==> src/rtl/pc_fetch_sequencer.sv <==
// pc_fetch_sequencer
// Owns the program counter. Each instruction is fetched over a req/ack
// handshake with instruction memory, then held in EXEC while the decoder
// and ALU settle; at the end of EXEC the PC advances to the jump target,
// the taken-branch target or pc+4 (in that priority order).
// A fetch that is not acknowledged within TIMEOUT wait cycles raises a
// sticky fetch_err and parks the sequencer in HALTED, as does a retiring
// instruction that carries halt. HALTED is left only through reset.

module pc_fetch_sequencer #(
    parameter int                ADDR_W   = 32,
    parameter logic [ADDR_W-1:0] RESET_PC = '0,
    parameter int                TIMEOUT  = 15,
    parameter int                CNT_W    = 32
) (
    input  logic              clk,
    input  logic              rst_n,
    output logic              imem_req,
    output logic [ADDR_W-1:0] imem_addr,
    input  logic              imem_ack,
    input  logic              jump,
    input  logic              branch,
    input  logic              zero_flag,
    input  logic [ADDR_W-1:0] jump_target,
    input  logic [ADDR_W-1:0] branch_target,
    input  logic              stall,
    input  logic              halt,
    output logic [ADDR_W-1:0] pc,
    output logic [1:0]        pc_sel,
    output logic              retire,
    output logic [CNT_W-1:0]  retire_cnt,
    output logic              halted,
    output logic              fetch_err
);

    // The wait counter must be able to hold TIMEOUT-1, the last value it
    // takes before the fetch is declared lost.
    localparam int TMO_W = (TIMEOUT > 1) ? $clog2(TIMEOUT + 1) : 1;
    localparam logic [TMO_W-1:0] TMO_LAST = TMO_W'(TIMEOUT - 1);

    localparam logic [1:0] SEL_SEQ    = 2'b00;
    localparam logic [1:0] SEL_BRANCH = 2'b01;
    localparam logic [1:0] SEL_JUMP   = 2'b10;

    typedef enum logic [1:0] {
        ST_BOOT   = 2'b00,
        ST_FETCH  = 2'b01,
        ST_EXEC   = 2'b10,
        ST_HALTED = 2'b11
    } state_t;

    state_t             state_q, state_d;
    logic [ADDR_W-1:0]  pc_q, pc_d;
    logic [TMO_W-1:0]   tmo_q, tmo_d;
    logic [CNT_W-1:0]   retire_cnt_q, retire_cnt_d;
    logic               fetch_err_q, fetch_err_d;

    logic [ADDR_W-1:0]  jump_addr;
    logic [ADDR_W-1:0]  branch_addr;
    logic [ADDR_W-1:0]  seq_addr;
    logic [ADDR_W-1:0]  next_pc;
    logic [1:0]         exec_sel;

    // Targets are forced word-aligned, so their two low bits never matter.
    logic               unused_target_low_bits;
    assign unused_target_low_bits = ^{jump_target[1:0], branch_target[1:0]};

    // Next-PC selection: jump beats a taken branch, which beats pc+4.
    // The sequential address wraps naturally at 2^ADDR_W.
    always_comb begin
        jump_addr   = {jump_target[ADDR_W-1:2], 2'b00};
        branch_addr = {branch_target[ADDR_W-1:2], 2'b00};
        seq_addr    = pc_q + ADDR_W'(4);
        next_pc     = seq_addr;
        exec_sel    = SEL_SEQ;
        if (jump) begin
            next_pc  = jump_addr;
            exec_sel = SEL_JUMP;
        end else if (branch && zero_flag) begin
            next_pc  = branch_addr;
            exec_sel = SEL_BRANCH;
        end
    end

    // Sequencer next-state and output decode. Stall holds the instruction
    // in EXEC and takes precedence over halt; a same-cycle ack beats the
    // timeout on the final wait cycle.
    always_comb begin
        state_d      = state_q;
        pc_d         = pc_q;
        tmo_d        = tmo_q;
        retire_cnt_d = retire_cnt_q;
        fetch_err_d  = fetch_err_q;
        imem_req     = 1'b0;
        retire       = 1'b0;
        pc_sel       = SEL_SEQ;
        halted       = 1'b0;

        case (state_q)
            ST_BOOT: begin
                tmo_d   = '0;
                state_d = ST_FETCH;
            end

            ST_FETCH: begin
                imem_req = 1'b1;
                if (imem_ack) begin
                    tmo_d   = '0;
                    state_d = ST_EXEC;
                end else if (tmo_q == TMO_LAST) begin
                    tmo_d       = '0;
                    fetch_err_d = 1'b1;
                    state_d     = ST_HALTED;
                end else begin
                    tmo_d = tmo_q + TMO_W'(1);
                end
            end

            ST_EXEC: begin
                pc_sel = exec_sel;
                if (!stall) begin
                    pc_d         = next_pc;
                    retire       = 1'b1;
                    retire_cnt_d = retire_cnt_q + CNT_W'(1);
                    state_d      = halt ? ST_HALTED : ST_FETCH;
                end
            end

            ST_HALTED: begin
                halted = 1'b1;
            end

            default: begin
                state_d = ST_BOOT;
            end
        endcase
    end

    // State register; reset aborts any fetch or execution in flight.
    always_ff @(posedge clk or negedge rst_n) begin
        if (!rst_n) begin
            state_q      <= ST_BOOT;
            pc_q         <= RESET_PC;
            tmo_q        <= '0;
            retire_cnt_q <= '0;
            fetch_err_q  <= 1'b0;
        end else begin
            state_q      <= state_d;
            pc_q         <= pc_d;
            tmo_q        <= tmo_d;
            retire_cnt_q <= retire_cnt_d;
            fetch_err_q  <= fetch_err_d;
        end
    end

    // The fetch address is the PC itself; it is only meaningful while
    // imem_req is high.
    assign imem_addr  = pc_q;
    assign pc         = pc_q;
    assign retire_cnt = retire_cnt_q;
    assign fetch_err  = fetch_err_q;

endmodule

==> config.mk <==
export PLATFORM = sky130hd
export DESIGN_NAME = pc_fetch_sequencer
export DESIGN_NICKNAME = d
export VERILOG_FILES = /design/src/rtl/pc_fetch_sequencer.sv
export SDC_FILE = /design/constraint.sdc
export NUM_CORES = 1
export LEC_CHECK = 0
export CAP_MARGIN = 30
export CORE_ASPECT_RATIO = 1.5
export CORE_MARGIN = 2
export CORE_UTILIZATION = 42
export DETAILED_ROUTE_END_ITERATION = 6
export PLACE_DENSITY = 0.74
export SLEW_MARGIN = 20
export SYNTH_ARGS = -nofsm -noshare
export SYNTH_HDL_FRONTEND = slang
export SYNTH_SLANG_ARGS = --single-unit
==> constraint.sdc <==
create_clock -name clk -period 2.2 [get_ports clk]
set_input_delay 0.33 -clock clk [delete_from_list [all_inputs] [get_ports clk]]
set_output_delay 0.33 -clock clk [all_outputs]
set_load 0.02 [all_outputs]
==> results.sh <==
export IMPL_status="finished with violations"
export IMPL_violations="negative hold slack"
export IMPL_cp_slowest_stage_delay_ps=640
export IMPL_start_kind="register"
export IMPL_setup_worst_path_class="register to output pin"
export IMPL_worstPathRequired_ps=1870
export IMPL_r2r_cells=7
export IMPL_yosys_register_bits=69
export IMPL_htree_levels=3
export IMPL_die_area_sq_um=11510
export IMPL_cts_root_buffer="clkbuf_16"
export IMPL_cp_max_fo=5
export IMPL_p_leak_uw=0.002687
export IMPL_yosys_top_cells_count="69 x dfrtp_1, 62 x nand2_1, 36 x o21ai_0"
export IMPL_num_vias=4501
export IMPL_fp_dieH_um=130.4
export IMPL_path_delay_family="buffers and inverters"
export IMPL_area_growth_pct=45.69
export IMPL_clkLatencyLatePin_ps=340
export IMPL_setup_viol=0
export IMPL_syn_instance_count=513
export IMPL_synth_ff_type="dfrtp_1"
export IMPL_wl_per_cell_um=17.19
export IMPL_multiInputGateArea_sq_um=2381
export IMPL_synth_avg_cell_area_sq_um=8.722
export IMPL_r2r_end="retire_cnt[28]"
export IMPL_synth_edf_count=0
export IMPL_synth_top_area_share_pct=38.59
export IMPL_netlist_area_sq_um=4474
export IMPL_grt_usage_pct=24.77
export IMPL_place_gp_congestion=0.8666
export IMPL_whs_ps=-0.6186
export IMPL_clock_sinks=69
export IMPL_post_synth_top_count_cell="dfrtp_1"
export IMPL_grt_pass1_wl_um=22140
export IMPL_drive_gt1_share_pct=9.774
export IMPL_worstSetupEndpoint="imem_req"
export IMPL_cap_violations=0
export IMPL_core_area_sq_um=10480
export IMPL_ant_nets=0
export IMPL_path_clk_slew_ps=60
export IMPL_io_pins=174
export IMPL_cts_setup_buffers=0
export IMPL_cts_tree="yes"
export IMPL_ys_top_cells_by_area="dfrtp_1 39%, xnor2_1 6.1%, buf_4 5.7%"
export IMPL_power_density_nw_per_um2=1031
export IMPL_rsz0062_at_grt="no"
export IMPL_seq_area_sq_um=1727
export IMPL_fin_crit_ps=2075
export IMPL_vias_per_cell=5.564
export IMPL_synth_top_area_cell="dfrtp_1"
export IMPL_crit_chain="inv_1, ha_1, clkdlybuf4s50_1"
export IMPL_maxSlewViolCount=0
export IMPL_reg2reg_from="state_q[0]"
export IMPL_setup_tns_ps=0
export IMPL_fin_nets=740
export IMPL_hold_buffers=0
export IMPL_max_slew_margin_pct=65.54
export IMPL_dpl_cell_area_sq_um=6182
export IMPL_crit_start="state_q[1]"
export IMPL_ys_warn_count=0
export IMPL_fin_skew_ps=5.999
export IMPL_first_iter_violations=154
export IMPL_stdcell_count=809
export IMPL_cp_depth=3
export IMPL_rows=46
export IMPL_stdcell_area_sq_um=6519
export IMPL_cts_buffers=9
export IMPL_dr_pass1_iters=5
export IMPL_grt_antenna_before_repair=0
export IMPL_ir_drop_mv=0.5924
export IMPL_start_util_pct=42.71
export IMPL_maxClockFrequency_mhz=481.9
export IMPL_hold_class="input pin to asynchronous set/reset pin"
export IMPL_grt_max_degree=70
export IMPL_timing_critical_path_buf_inv=2
export IMPL_reg2reg_slack_ps=130
export IMPL_async_flop_share_pct=100.0
export IMPL_cts_path_max_buffers=2
export IMPL_period_share_pct=94.33
export IMPL_cp_arrival_ps=1750
export IMPL_yosysSeqAreaShare_pct=38.59
export IMPL_antenna_cells=0
export IMPL_grt_pass1_vias=4462
export IMPL_port_buffers=165
export IMPL_place_hpwl_um=10280
export IMPL_wirelength_um=13910
export IMPL_worst_pin_slew_ps=512.6
export IMPL_place_inst=793
export IMPL_endpoint_kind="output pin"
export IMPL_overflow=0
export IMPL_drc=0
export IMPL_hold_viol=1
export IMPL_slowest_stage="clkdlybuf4s50_1"
export IMPL_synth_cell_types=65
export IMPL_die_w_um=88.28
export IMPL_fill_cells=914
==> final cells by class <==
type | instances | area share (%)
multi-input cells | 379 | 36.53
clock inverters | 7 | 1.516
flip-flops and latches | 69 | 26.49
inverters | 8 | 0.4607
clock buffers | 9 | 3.455
repair buffers | 193 | 28.79
well taps | 144 | 2.764
==> through the flow <==
step	hold slack (ps)	utilization, %	worst slack [ps]	total power, uW
after floorplan	34.41	-	258.2	3797
after global placement	387.8	59.02	17.37	5055
after detailed placement	382.8	59.02	-41.08	5122
after CTS	29.42	62.11	18.40	6725
after global routing	42.24	62.23	6.138	7060
final	-0.6186	62.23	124.8	6723
==> power breakdown <==
group	internal (uW)	switching (uW)	total, uW
clock network	998	587	1580
logic	1480	1630	3110
registers	1570	455	2020
==> cells by family after synthesis <==
| family | count (synthesis) | share of synthesized area (%) |
|---|---|---|
| flops | 69 | 38.59 |
| buf+inv | 68 | 8.780 |
| other cells | 1 | 0.08381 |
| fa+ha+maj | 8 | 2.237 |
| xor+xnor | 39 | 7.634 |
| simple gates | 203 | 25.22 |
| mux | 1 | 0.2237 |
| compound gates | 124 | 17.23 |
==> routing by layer <==
layer,track usage (%),wire (um),share of wire [%]
met3,3.204,879,6.3
met5,0,0,0
met1,29.15,5266,38
met2,43.21,7231,52
met4,13.28,527,3.8
==> state kept, by name, indices dropped and copies added (netlist names) <==
signal and cells:
imem_addr 30, state_q 2, fetch_err 1, tmo_q 4, retire_cnt 32
==> cell usage in the layout (no fill, tap or decap), types with 3 or more instances in the layout <==
master and instances:
clkdlybuf4s50_1 160, dfrtp_1 69, nand2_1 62, o21ai_0 36, nor2_1 32, xnor2_1 31
a21oi_1 31, buf_4 26, nand3_1 23, nand4_1 20, and3_1 9, clkbuf_16 9
xor2_1 8, nor3_1 8, a31oi_1 8, and2_1 7, a211oi_1 7, o211ai_1 7
ha_1 7, a211o_1 6, inv_1 5, and4_1 5, nand3b_1 5, nand2b_1 5
o21ai_1 5, nor3b_1 4, nor3_2 4, conb_1 4, o31ai_1 3
==> how the worst min path moves through the flow <==
| stage | from | endpoint | slack [ps] |
|---|---|---|---|
| floorplan | rst_n | fetch_err | 30 |
| global placement | rst_n | fetch_err | 390 |
| detailed placement | rst_n | fetch_err | 380 |
| CTS | rst_n | fetch_err | 30 |
| global route | rst_n | retire_cnt[18] | 40 |
| finish | rst_n | retire_cnt[18] | -0.6 |
==> worst reg2reg max path: stages (launching register included) <==
cell and delay [ps]:
dfrtp_1 420, inv_2 110, ha_4 180, nand2b_2 140, or3_4 430, nor4_4 390
nand3_1 150, xnor2_1 150
==> what timing repair did <==
item | CTS | global route
pin swaps | 0 | 1
resized for setup | 3 | 3
setup endpoints to repair | 3 | 4
hold endpoints to repair | 0 | 0
gates cloned | 0 | 0
(Power assumes the default switching activity.)
